[config.mk]
export PLATFORM = sky130hd
export DESIGN_NAME = serial_lane_write_queue
export DESIGN_NICKNAME = d
export VERILOG_FILES = /design/src/rtl/serial_lane_write_queue.sv
export SDC_FILE = /design/constraint.sdc
export NUM_CORES = 1
export LEC_CHECK = 0
export CORE_UTILIZATION = 47
export DETAILED_ROUTE_END_ITERATION = 7
export GPL_TIMING_DRIVEN = 0
export HOLD_SLACK_MARGIN = 0.1
export PLACE_DENSITY = 0.64
export SYNTH_ARGS = -nofsm -noshare
export SYNTH_HDL_FRONTEND = slang
export SYNTH_SLANG_ARGS = --single-unit
[constraint.sdc]
create_clock -name sys_clk -period 8 [get_ports sys_clk]
set_input_delay 1.6 -clock sys_clk [delete_from_list [all_inputs] [get_ports sys_clk]]
set_output_delay 1.6 -clock sys_clk [all_outputs]
set_load 0.02 [all_outputs]
[src/rtl/serial_lane_write_queue.sv]
// serial_lane_write_queue: DEPTH-entry word FIFO feeding a shifter that drives LANES bits per write_sig strobe
module serial_lane_write_queue #(
  parameter int DATA_WIDTH = 8,
  parameter int LANES = 1,
  parameter int DEPTH = 4,
  parameter bit MSB_FIRST = 1'b1,
  parameter bit IDLE_LEVEL = 1'b0
) (
  input  logic                         sys_clk,
  input  logic                         rst,
  input  logic                         in_valid,
  input  logic [DATA_WIDTH-1:0]        in_data,
  output logic                         in_ready,
  input  logic                         write_sig,
  input  logic                         abort,
  output logic [LANES-1:0]             data_out,
  output logic                         busy,
  output logic                         word_done,
  output logic [$clog2(DEPTH+1)-1:0]   fifo_level
);
  localparam int BEATS = DATA_WIDTH / LANES;
  localparam int CW = $clog2(BEATS + 1);
  localparam int AW = $clog2(DEPTH);
  localparam int LW = $clog2(DEPTH + 1);
  localparam logic [1:0] S_RESET = 2'd0, S_IDLE = 2'd1, S_SHIFT = 2'd2;
  logic [1:0] state;
  logic [DATA_WIDTH-1:0] mem [DEPTH];
  logic [AW-1:0] wr_ptr, rd_ptr;
  logic [DATA_WIDTH-1:0] shreg;
  logic [CW-1:0] ctr;
  logic [LANES-1:0] beat;
  logic last, pop, push, step;
  assign last = state == S_SHIFT && ctr == CW'(BEATS);
  assign pop = fifo_level != '0 && (state == S_IDLE || last);
  assign in_ready = fifo_level < LW'(DEPTH) && state != S_RESET;
  assign push = in_valid && in_ready && !abort;
  assign step = state == S_SHIFT && write_sig && ctr < CW'(BEATS);
  assign beat = MSB_FIRST ? shreg[DATA_WIDTH-1 -: LANES] : shreg[LANES-1:0];
  always_ff @(posedge sys_clk)
    if (push) mem[wr_ptr] <= in_data;
  always_ff @(posedge sys_clk or posedge rst)
    if (rst) begin
      state <= S_RESET;
      wr_ptr <= '0;
      rd_ptr <= '0;
      fifo_level <= '0;
      shreg <= '0;
      ctr <= '0;
      data_out <= {LANES{IDLE_LEVEL}};
      busy <= 1'b0;
      word_done <= 1'b0;
    end else if (abort) begin
      state <= S_IDLE;
      wr_ptr <= '0;
      rd_ptr <= '0;
      fifo_level <= '0;
      shreg <= '0;
      ctr <= '0;
      data_out <= {LANES{IDLE_LEVEL}};
      busy <= 1'b0;
      word_done <= 1'b0;
    end else if (state == S_RESET) begin
      state <= S_IDLE;
      wr_ptr <= '0;
      rd_ptr <= '0;
      fifo_level <= '0;
      shreg <= '0;
      ctr <= '0;
      busy <= 1'b0;
      word_done <= 1'b0;
    end else if (state != S_IDLE && state != S_SHIFT) begin
      state <= S_RESET;
    end else begin
      word_done <= last;
      if (push) wr_ptr <= wr_ptr + 1'b1;
      fifo_level <= fifo_level + LW'(push) - LW'(pop);
      if (pop) begin
        rd_ptr <= rd_ptr + 1'b1;
        shreg <= mem[rd_ptr];
        ctr <= '0;
        busy <= 1'b1;
        state <= S_SHIFT;
      end else if (step) begin
        shreg <= MSB_FIRST ? shreg << LANES : shreg >> LANES;
        ctr <= ctr + 1'b1;
        data_out <= beat;
      end else if (last) begin
        busy <= 1'b0;
        state <= S_IDLE;
      end
    end
endmodule

==> Yosys cells after proc, flatten, opt, wreduce, memory -nomap -nowiden <==
Memory sizes are Yosys's and may differ from the RTL's.
Cells that the tools add are included.
{ "word_totals": {"ff_bits": 24, "output_inout_bits": 7, "memories": 1, "inputBits": 13, "ramBits": 32, "wordCells": 96} }
{ "mem_list": {"columns": ["name", "depth", "word_bits", "read_ports", "rd_ports_with_merged_regs", "wr", "line", "source"], "rows": [
  ["mem", 4, 8, 1, 0, 1, "27", "logic [DATA_WIDTH-1:0] mem [DEPTH];"]
]} }
{ "op_classes": {"order_cmp": 2, "eq_ne": 11, "muxes": 43, "addsub": 5, "n_reduce_logical": 25} }
{ "op_table": {"columns": ["operator", "n"], "rows": [
  ["two-way mux 8 bit", 5],
  ["two-way mux 2 bit", 14],
  ["two-way mux 4 bit", 5],
  ["two-way mux 1 bit", 16],
  ["two-way mux 3 bit", 3],
  ["nonzero test 3 bit", 3],
  ["logical AND 1 bit", 8],
  ["!= test 2 bit (second input constant)", 4],
  ["AND reduction 2 bit", 4],
  ["nonzero test 4 bit", 2],
  ["!= test 5 x 3 -> 1 bit (second input constant)", 1],
  ["nonzero test 5 bit", 1],
  ["adder 2 x 1 -> 2 bit (second input constant)", 2],
  ["adder 4 x 1 -> 4 bit (second input constant)", 1],
  ["== test 4 bit (second input constant)", 1],
  ["< comparator 4 bit (second input constant)", 1],
  ["!= test 4 x 3 -> 1 bit (second input constant)", 1],
  ["AND reduction 4 bit", 1],
  ["nonzero test 2 bit", 2],
  ["adder 3 x 1 -> 3 bit", 1],
  ["< comparator 3 bit (second input constant)", 1],
  ["!= test 3 bit (second input constant)", 1],
  ["AND reduction 3 bit", 1],
  ["subtractor 3 x 1 -> 3 bit", 1],
  ["other kinds (6)", 6]
]} }

==> Depth between registers and ports, before layout <==
Gate-level depths: netlist of the first run.
{ "depth": {"depth_word": 9, "depth_mapped": 15, "depth_no_buf": 15} }

==> Worst setup path before layout of the first run <==
No wires, ideal clock.
{ "synth_timing": {"path_kind": "input port to flip-flop", "start": "input port in_valid", "end": "register fifo_level[2]", "slack_ns": 4.771, "path_buffers": 0, "required_ns": 7.868, "t_arrival_ns": 3.097, "path_stages": 12, "setup_time_ns": 0.132, "cell_sequence": "nand2_1 > nor2_1 > inv_1 > ha_1 > inv_1 > ha_1 > inv_1 > fa_1 > xor2_1 > nand2_1 > xor2_1 > nor2_1"} }
{ "synth_via": {"elab_chain_len": 7} }
{ "synth_rtl": {"columns": ["item", "line", "source"], "rows": [
  ["start: declaration", "11", "input logic in_valid,"],
  ["logical AND 1 bit (2 in a row)", "36", "assign push = in_valid && in_ready && !abort;"],
  ["adder 3 x 1 -> 3 bit", "76", "fifo_level <= fifo_level + LW'(push) - LW'(pop);"],
  ["subtractor 3 x 1 -> 3 bit", "76", null],
  ["two-way mux 3 bit", "71", "end else if (state != S_IDLE && state != S_SHIFT) begin"],
  ["two-way mux 3 bit", "62", "end else if (state == S_RESET) begin"],
  ["two-way mux 3 bit", "52", "end else if (abort) begin"],
  ["end signal: assignment", "76", null],
  ["end: declaration", "19", "output logic [$clog2(DEPTH+1)-1:0] fifo_level"]
]} }
Every way passes these cells. The select of a mux whose other input is x is not followed.
A chain may end at the register's enable or synchronous reset.

==> Worst setup path in the final report of the first run <==
{ "layout_timing": {"start": "input port abort", "end": "register fifo_level[2]"} }
{ "layout_via": {"elab_chain_len": 7, "elab_cells_between_ends": 8, "cone_classes": "2 x add/sub; 1 x eq/ne; 3 x mux; 2 x reduce/logical"} }
{ "layout_rtl": {"columns": ["item", "line", "source"], "rows": [
  ["start: declaration", "15", "input logic abort,"],
  ["zero test 1 bit", "36", null],
  ["logical AND 1 bit", "36", null],
  ["adder 3 x 1 -> 3 bit", "76", null],
  ["subtractor 3 x 1 -> 3 bit", "76", null],
  ["two-way mux 3 bit", "71", null],
  ["two-way mux 3 bit", "62", null],
  ["two-way mux 3 bit", "52", null]
]} }
Several ways; a longest one is shown, not always the timed one. The select of a mux whose other input is x is not followed.

==> impl_results.md, run 1 <==
- Clock-pin slew on the worst setup and hold paths: 0.09 ns
- Clock root buffer: clkbuf_8
- Max H-tree Level: 2
- Max cap viols: 0
- Setup tns final: 0 ns
- Worst Setup Path Type: in -> reg
- Worst Tran Pin Value: 0.896 ns
- Post-route DRC: 0
- Slew Limit Fails: 0
- Starting DRT DRC Count: 153
- Most common cell after layout, fill and taps aside: edfxtp_1
- Post-cts hold buffer count: 0
- Clk buf depth: 2
- Crit path DAT: 3.82 ns
- I/O Pins: 20
- Status: completed
- P_leak: 1.16 nW
- Detailed Place HPWL: 3390 um
- Antenna cell count: 0
- Synth Flop Type: edfxtp_1
- Power per cell area: 294 nW/um^2
- Row cnt: 26
- Max-Slew Margin vs Limit: 0.402
- Clock latency on the worst-skew pair: 0.30 ns
- Total Power: 0.000870 W
- Setup-failing EPs final: 0
- Post-route clock period utilization: 0.456
- Final net count: 243
- Antenna-violating nets left: 0
- Post-CTS sizing: 0
- Largest net degree at the start of global routing: 25
- Fin Clk Skew: 0.00834 ns
- Antenna violations before repair: 0
- Crit start category: primary input
- Fmax: 0.274 GHz
- HP Class: reg -> reg
- Net Count, Synth: 217
- Most frequent cells in the layout: 32 x edfxtp_1, 24 x dfrtp_1, 19 x clkdlybuf4s50_1, 18 x nand2_1, 13 x nor2_1
- Clock Sinks: 56
- GRT Total Usage: 0.191
- Vias in the first global route: 1691
- RSZ-0062 raised after global routing: no
- WL per Instance: 16.8 um
- Final wirelength: 4870 um
- Fill cell count: 426
- Sequential area share after synthesis: 0.601
- Tmin final: 3.65 ns
- Worst Setup End Kind: flip-flop
- Die width: 76.4 um
- Routed wl met3: 151 um
- Vias per cell: 5.52
- Wire length on met1: 2270 um
- Starting Density: 0.500
- Final Hold Viols: 0
- Ys async rst share: 0.429
- First-pass GRT wire length: 8540 um
- Global route overflow: 0
- DR vias: 1595
- Peak supply drop: 0.128 mV
- Core area: 5200 um^2
- Hold Crit Start: shreg[4]$_DFFE_PP0P_
- Met2 routed WL: 2390 um
- Mapped Area: 2600 um^2
- Critical Path RT: 8.17 ns
- Post-synth EDFFs: 32
- Syn Area/Cell: 13.5 um^2
- Die height: 76.4 um
- Share of cells above drive strength 1: 0.0959
- FF+latch count, synth: 56
- Cell variety after synth: 40
- Port bufs: 19
- Reg-to-Reg Start: state[1]$_DFFE_PP0P_
- Post-Syn Instances: 192
- Warnings, synthesis: 0
- Highest Signal Layer: met4
- Multi-input logic area: 935 um^2
- Pre-Repair DR Iteration Count: 6
- Crit-path max FO: 5
- Syn-to-layout area delta: 13.9%
- FF+latch area: 1560 um^2
- Gpl congestion: 0.872
- Die area: 5830 um^2
- Post-CTS Setup Inserts: 0
- CP startpoint: abort
- Total CTS buffers: 5
- CTS tree: built
[cells in the mapped netlist (2+ instances only)]
library cell / number / area, um^2
and2_1: 4 / 25.0
edfxtp_1: 32 / 961
a21oi_1: 5 / 25.0
nand2_1: 18 / 67.6
o22ai_1: 9 / 56.3
dfrtp_1: 24 / 601
mux2i_1: 2 / 20.0
nor2_1: 13 / 48.8
ha_1: 11 / 138
inv_1: 10 / 37.5
mux4_2: 8 / 180
o21ai_0: 4 / 20.0
buf_6: 2 / 22.5
o211a_1: 7 / 70.1
clkbuf_1: 7 / 26.3
a31oi_1: 7 / 43.8
nand2b_1: 2 / 12.5
and4b_1: 2 / 20.0
xor2_1: 4 / 35.0
[worst max-delay path, stage by stage]
cell and delay [ns]:
clkdlybuf4s50_1 0.50, nor2_1 0.31, inv_1 0.08, ha_1 0.28
inv_1 0.06, ha_1 0.13, inv_1 0.05, fa_1 0.37
xor2_1 0.15, nand2_1 0.09, xor2_1 0.15, nor2_1 0.05
[routing by layer]
| metal | GRT usage | vias to the layer above |
|---|---|---|
| li1 | - | 754 |
| met4 | 0.0538 | 0 |
| met1 | 0.266 | 805 |
| met5 | 0 | - |
| met3 | 0.0371 | 6 |
| met2 | 0.306 | 30 |
[report_power, final]
part | switching, W | internal, W
combinational | 0.000209 | 0.000149
sequential | 0.0000225 | 0.000345
clock | 0.0000840 | 0.0000609
total | 0.000315 | 0.000555
[per-stage QoR]
stage	cell area, um^2	hold slack (ns)	setup slack, ns	utilization	std cells
3_3_place_gp	2880	0.516	4.10	0.553	281
4_1_cts	2960	0.541	4.36	0.569	289
6_report	2960	0.545	4.35	0.569	289
5_1_grt	2960	0.563	4.17	0.569	289
2_1_floorplan	2600	0.497	4.77	-	192
3_5_place_dp	2880	0.526	4.05	0.553	281
[state kept, by name, indices dropped and copies added, names as in the netlist, 2 cells and up]
register and count:
ctr 4, rd_ptr 2, fifo_level 3, wr_ptr 2, mem 32, state 2
shreg 8
[cells by family (layout without fill, tap and decap cells)]
group,count (synthesis),in the layout,share of synthesized area
AO/OA/AOI/OAI,39,39,0.115
multiplexers,10,10,0.0770
flip-flops,56,56,0.601
AND/OR/NAND/NOR,48,48,0.0905
XOR/XNOR,5,5,0.0168
adder cells (fa/ha/maj),12,12,0.0606
buffers and inverters,22,49,0.0399
[final cells by class]
type / count / share of cell area
timing repair buffer: 19 / 0.0642
inverter: 11 / 0.0156
tap: 70 / 0.0296
sequential: 56 / 0.527
clock buffer: 6 / 0.0245
clock inverter: 2 / 0.00380
multi-input combinational: 114 / 0.316
buffer: 11 / 0.0194
[worst paths after layout]
path | slack, ns | endpoint | cells after the start
max in group asynchronous | 5.66 | fifo_level[1]$_DFFE_PP0P_ | 2
min | 0.55 | shreg[4]$_DFFE_PP0P_ | 2
max reg2reg | 5.12 | fifo_level[2]$_DFFE_PP0P_ | 14
min reg2reg | 0.55 | shreg[4]$_DFFE_PP0P_ | 2
max | 4.35 | fifo_level[2]$_DFFE_PP0P_ | 12
min in group asynchronous | 1.78 | shreg[1]$_DFFE_PP0P_ | 2
No activity file was read; power rests on OpenSTA's default activity.
==> run 2, diff against run 1 <==
- clock period: 8 -> 3.4 ns (I/O delays scaled with it)
==> results of run 2 <==
Same layout as run 1 (identical final DEF). Status: completed.
Among the figures that moved: setup slack after placement 4.05 ns -> 0.369 ns; setup slack after layout 4.35 ns -> 0.523 ns; start point of the critical path abort -> state[1]$_DFFE_PP0P_; register-to-register setup slack 5.12 ns -> 0.52 ns; total power 0.000870 W -> 0.00205 W; worst IR drop on VDD 0.128 mV -> 0.302 mV
==> run 3, diff against run 2 <==
- PLACE_DENSITY: 0.64 -> 0.67
- clock period: 3.4 -> 2.3 ns (I/O delays scaled with it)
==> run 3 against run 2 <==
Against the previous run: the run now ends with negative setup slack left; sequential cell count is the same; cell count grew 7.6%; core utilization grew 5.4 points; register-to-register slack lost 0.72 ns; via count grew 10%; power grew 64%; sequential power grew 48%; highest routed layer unchanged; clock power grew 82%; critical path depth grew 2; hold slack lost 0.00094 ns; sequential share of layout area shrank 4.5 points.
==> impl_results.md, run 3 (synthesis results as in run 1) <==
- Largest registers: mem x32, shreg x8, ctr x4
- Total CTS buffers: 5 (unchanged)
- Post-route clock period utilization: 1.09
- DP Area: 2920 um^2 (+1.4%)
- Status: finished, violations left
- Worst Setup End Kind: flip-flop
- Starting Density: 0.500 (unchanged)
- Tmin final: 2.50 ns
- Met2 routed WL: 3060 um (+28%)
- Crit start category: flip-flop
- R2R setup slack: -0.20 ns
- Biggest register: mem
- Max-Slew Margin vs Limit: 0.384 (-0.0184)
- Max FFs per register: 32 (unchanged)
- Worst Tran Pin Value: 0.924 ns (+0.0276 ns)
- Crit-path max FO: 2
- P_leak: 1.28 nW (+9.9%)
- WL per Instance: 18.7 um (+11%)
- Most frequent cells in the layout: 32 x edfxtp_1, 23 x buf_4, 22 x dfrtp_1, 19 x clkdlybuf4s50_1, 18 x nand2_1
- Gpl congestion: 0.843 (-3.4%)
- Failing checks: negative setup slack
- Post-cts hold buffer count: 0 (unchanged)
- Final wirelength: 5810 um (+19%)
- Slew Limit Fails: 0 (unchanged)
- Antenna violations before repair: 0 (unchanged)
- Vias per cell: 5.64 (+2.2%)
- Syn-to-layout area delta: 24.8%
- Highest Signal Layer: met4
- Peak supply drop: 0.530 mV
- Hold_ws: 0.544 ns (-0.000945 ns)
- Fin area: 3240 um^2 (+9.5%)
- Pre-Repair DR Iteration Count: 4 (-2)
- GRT Total Usage: 0.220 (+0.0295)
- Antenna cell count: 0 (unchanged)
- HP Class: reg -> reg
- Die width: 76.4 um (unchanged)
- RSZ-0062 raised after global routing: yes
- Detailed Place HPWL: 3550 um (+4.6%)
- Max H-tree Level: 2 (unchanged)
- Max cap viols: 0 (unchanged)
- Fmax: 0.400 GHz
- Global route overflow: 0 (unchanged)
- Die area: 5830 um^2 (unchanged)
- Clock-pin slew on the worst setup and hold paths: 0.10 ns (about the same)
- Final net count: 265 (+9.1%)
- Clock root buffer: clkbuf_8
- Row cnt: 26 (unchanged)
- Final Hold Viols: 0 (unchanged)
- Crit path DAT: 2.73 ns
- Vias in the first global route: 1852 (+9.5%)
- Largest net degree at the start of global routing: 25 (unchanged)
- Fin Clk Skew: 0.0116 ns (+0.00323 ns)
- Worst Setup Path Type: reg -> reg
- Port bufs: 19 (unchanged)
- Clk buf depth: 2 (unchanged)
- Setup-failing EPs final: 3 (+3)
- Antenna-violating nets left: 0 (unchanged)
- Clock latency on the worst-skew pair: 0.31 ns (about the same)
- Share of cells above drive strength 1: 0.274 (+0.178)
- DR vias: 1755 (+10%)
- Routed wl met3: 210 um (+39%)
- First-pass GRT wire length: 9520 um (+11%)
- Power per cell area: 1030 nW/um^2
- Clock Sinks: 56 (unchanged)
- Wire length on met1: 2390 um (+5.3%)
- Critical Path RT: 2.54 ns
- Setup ws final: -0.199 ns
- I/O Pins: 20 (unchanged)
- Core area: 5200 um^2 (unchanged)
- Die height: 76.4 um (unchanged)
- Starting DRT DRC Count: 144 (-5.9%)
- Post-route DRC: 0 (unchanged)
- CTS tree: built
- Most common cell after layout, fill and taps aside: edfxtp_1
-- run 3: cell types whose count changed in the layout (fill, tap and decap cells not counted), moves of 2 or more --
cell	before	now
clkbuf_1	8	5
dfrtp_2	0	2
dfrtp_1	24	22
buf_4	0	23
nor2_1	13	11
ha_4	0	4
ha_2	0	2
inv_1	10	4
ha_1	11	5
inv_2	0	6
nor2_4	0	2
-- run 3: metrics by stage --
step | cells | TNS (ns) | util | total power [W] | worst slack (ns)
3_3_place_gp | 281 | -0.726 | 0.561 | 0.00254 | -0.425
5_1_grt | 311 | -0.692 | 0.623 | 0.00353 | -0.282
3_5_place_dp | 281 | -0.803 | 0.561 | 0.00260 | -0.468
6_report | 311 | -0.398 | 0.623 | 0.00335 | -0.199
4_1_cts | 311 | -0.112 | 0.621 | 0.00334 | -0.112
2_1_floorplan | 192 | -0.237 | - | 0.00224 | -0.155
-- run 3: where the power goes --
part | switching, W | internal, W
clock | 0.000302 | 0.000318
sequential | 0.0000767 | 0.00120
combinational | 0.000806 | 0.000643
-- run 3: timing repair --
item | CTS | global route
pin swaps | 9 | 1
setup buffers | 23 | 0
endpoints found under the setup margin | 2 | 6
resized for setup | 12 | 4
-- run 3: worst max-delay path, stage by stage, from the launching register on --
cell and delay (ns):
dfrtp_1 0.39, inv_2 0.05, buf_4 0.13, buf_4 0.12, buf_4 0.12, buf_4 0.12
buf_4 0.12, buf_4 0.12, buf_4 0.12, buf_4 0.12, buf_4 0.12, buf_4 0.12
buf_4 0.13, buf_4 0.14, nor3_2 0.23, a21oi_2 0.09, nor3b_2 0.19
-- run 3: path summary, 6_finish.rpt --
kind / start / depth (start not counted) / endpoint
max: ctr[0]$_DFFE_PP0P_ / 16 / ctr[3]$_DFFE_PP0P_
min: busy$_DFFE_PP0P_ / 2 / busy$_DFFE_PP0P_
max reg2reg: ctr[0]$_DFFE_PP0P_ / 16 / ctr[3]$_DFFE_PP0P_
min reg2reg: busy$_DFFE_PP0P_ / 2 / busy$_DFFE_PP0P_
max in group asynchronous: rst / 2 / fifo_level[1]$_DFFE_PP0P_
min in group asynchronous: rst / 2 / busy$_DFFE_PP0P_
-- run 3: routing by layer --
metal / vias up / track usage
met2: 53 / 0.404
met4: 0 / 0.0827
met3: 18 / 0.0419
li1: 801 / -
met5: - / 0
met1: 883 / 0.254
-- run 3: cell type report --
type	count	area [um^2]
multi-input cells	114	1020
well taps	70	87.6
clock inverters	3	37.5
inverters	11	46.3
clock buffers	5	68.8
plain buffers	10	55.1
repair buffers	42	363
flip-flops and latches	56	1560
fillers	399	1960
==> patch: new RTL, settings of run 3 <==
`DEPTH`: 4 -> 2.
--- a/src/rtl/serial_lane_write_queue.sv
+++ b/src/rtl/serial_lane_write_queue.sv
@@ -3,5 +3,5 @@
   parameter int DATA_WIDTH = 8,
   parameter int LANES = 1,
-  parameter int DEPTH = 4,
+  parameter int DEPTH = 2,
   parameter bit MSB_FIRST = 1'b1,
   parameter bit IDLE_LEVEL = 1'b0
Ports: changed (resized fifo_level); port bits go from 20 to 19. The function was not compared with the original's and may differ.
==> patch against run 3 <==
Setup slack improved by 0.30 ns. Design area fell by 31%. Synthesized area fell by 32%. Routed wire length fell by 40%. Die area fell by 31%. Sequential share of layout area fell by 3.3 points. Sequential power fell by 30%. Maximum frequency rose by 14%. First-iteration DRC count fell by 50%. Sequential cell count fell by 19. Critical path depth fell by 3. Total power fell by 23%. Global-route usage fell by 2.0 points. Critical path type unchanged. Largest power group unchanged.
==> patch: results <==
metrics = {
    "drt": {
        "drtIter0Drc": 72,
        "routed_via_density": 5.43,
        "routed_wl_um": 3490,
    },
    "finish": {
        "n_all_buffers": 37,
        "clock_cell_area_share_pct": 5.14,
        "num-nets-final": 210,
        "final.fill_count": 280,
        "reg_top3": "mem x16, shreg x8, ctr x4",
        "buf_share_pct": 14.1,
    },
    "place": {
        "place_area_um2": 2010,
        "place_ws_ns": -0.163,
        "place.gp.congestion": 0.741,
    },
    "synth": {
        "synth_common_cells": "21 x dfrtp_1, 18 x nand3_1, 16 x edfxtp_1",
        "ys_types": 38,
        "synth_edf_count": 16,
        "synth_seq_area_share_pct": 56.8,
    },
    "status": {
        "outcome": "finished clean",
    },
    "timing": {
        "fin_skew_ns": 0.00452,
        "worstMarginPinSlew_ns": 0.796,
        "fmax_ghz": 0.455,
    },
    "min_path": {
        "hold_start": "shreg[2]",
    },
    "critical_path": {
        "critPathMaxStageDelay_ns": 0.36,
        "worstPathMaxFanout": 3,
        "critPathTopFamily": "adder cells",
    },
    "pwr": {
        "seq-power_mw": 0.897,
        "comb_power_share_pct": 42.8,
    },
    "clock_tree": {
        "clkTransAtPathRegs_ns": 0.08,
        "clock_latency_ns": 0.29,
    },
    "global_route": {
        "grtUsageMet2_pct": 31.8,
        "met3_usage_pct": 4.35,
        "grt_max_degree": 22,
    },
}
patch: cell count changes after synthesis, sizes merged, moves of 3 or more:
cell and delta:
clkbuf -5, mux4 -8, nand2 -5, mux2i +7
dfrtp -3, o22ai -8, ha -4, o211a -6
a31oi -6, or3 +6, and2 -4, edfxtp -16
nand3 +17
patch: kinds of logic after synthesis:
logic type               after synthesis
flip-flops                            37
buffers and inverters                 17
AO/OA/AOI/OAI                         16
AND/OR/NAND/NOR                       64
XOR/XNOR                               4
adder cells (fa/ha/maj)                7
multiplexers                           9
patch: how the worst min path moves through the flow:
stage	slack (ns)	cells past startpoint	to
floorplan	0.44	1	busy
global placement	0.46	2	shreg[2]
detailed placement	0.47	2	shreg[7]
CTS	0.49	2	shreg[7]
global route	0.52	2	shreg[4]
finish	0.49	2	shreg[2]
patch: metal layers:
layer  wire length, um  share of wire [%]
met2              1680                 48
met5                 0                  0
met3               144                4.1
met1              1610                 46
met4                51                1.5
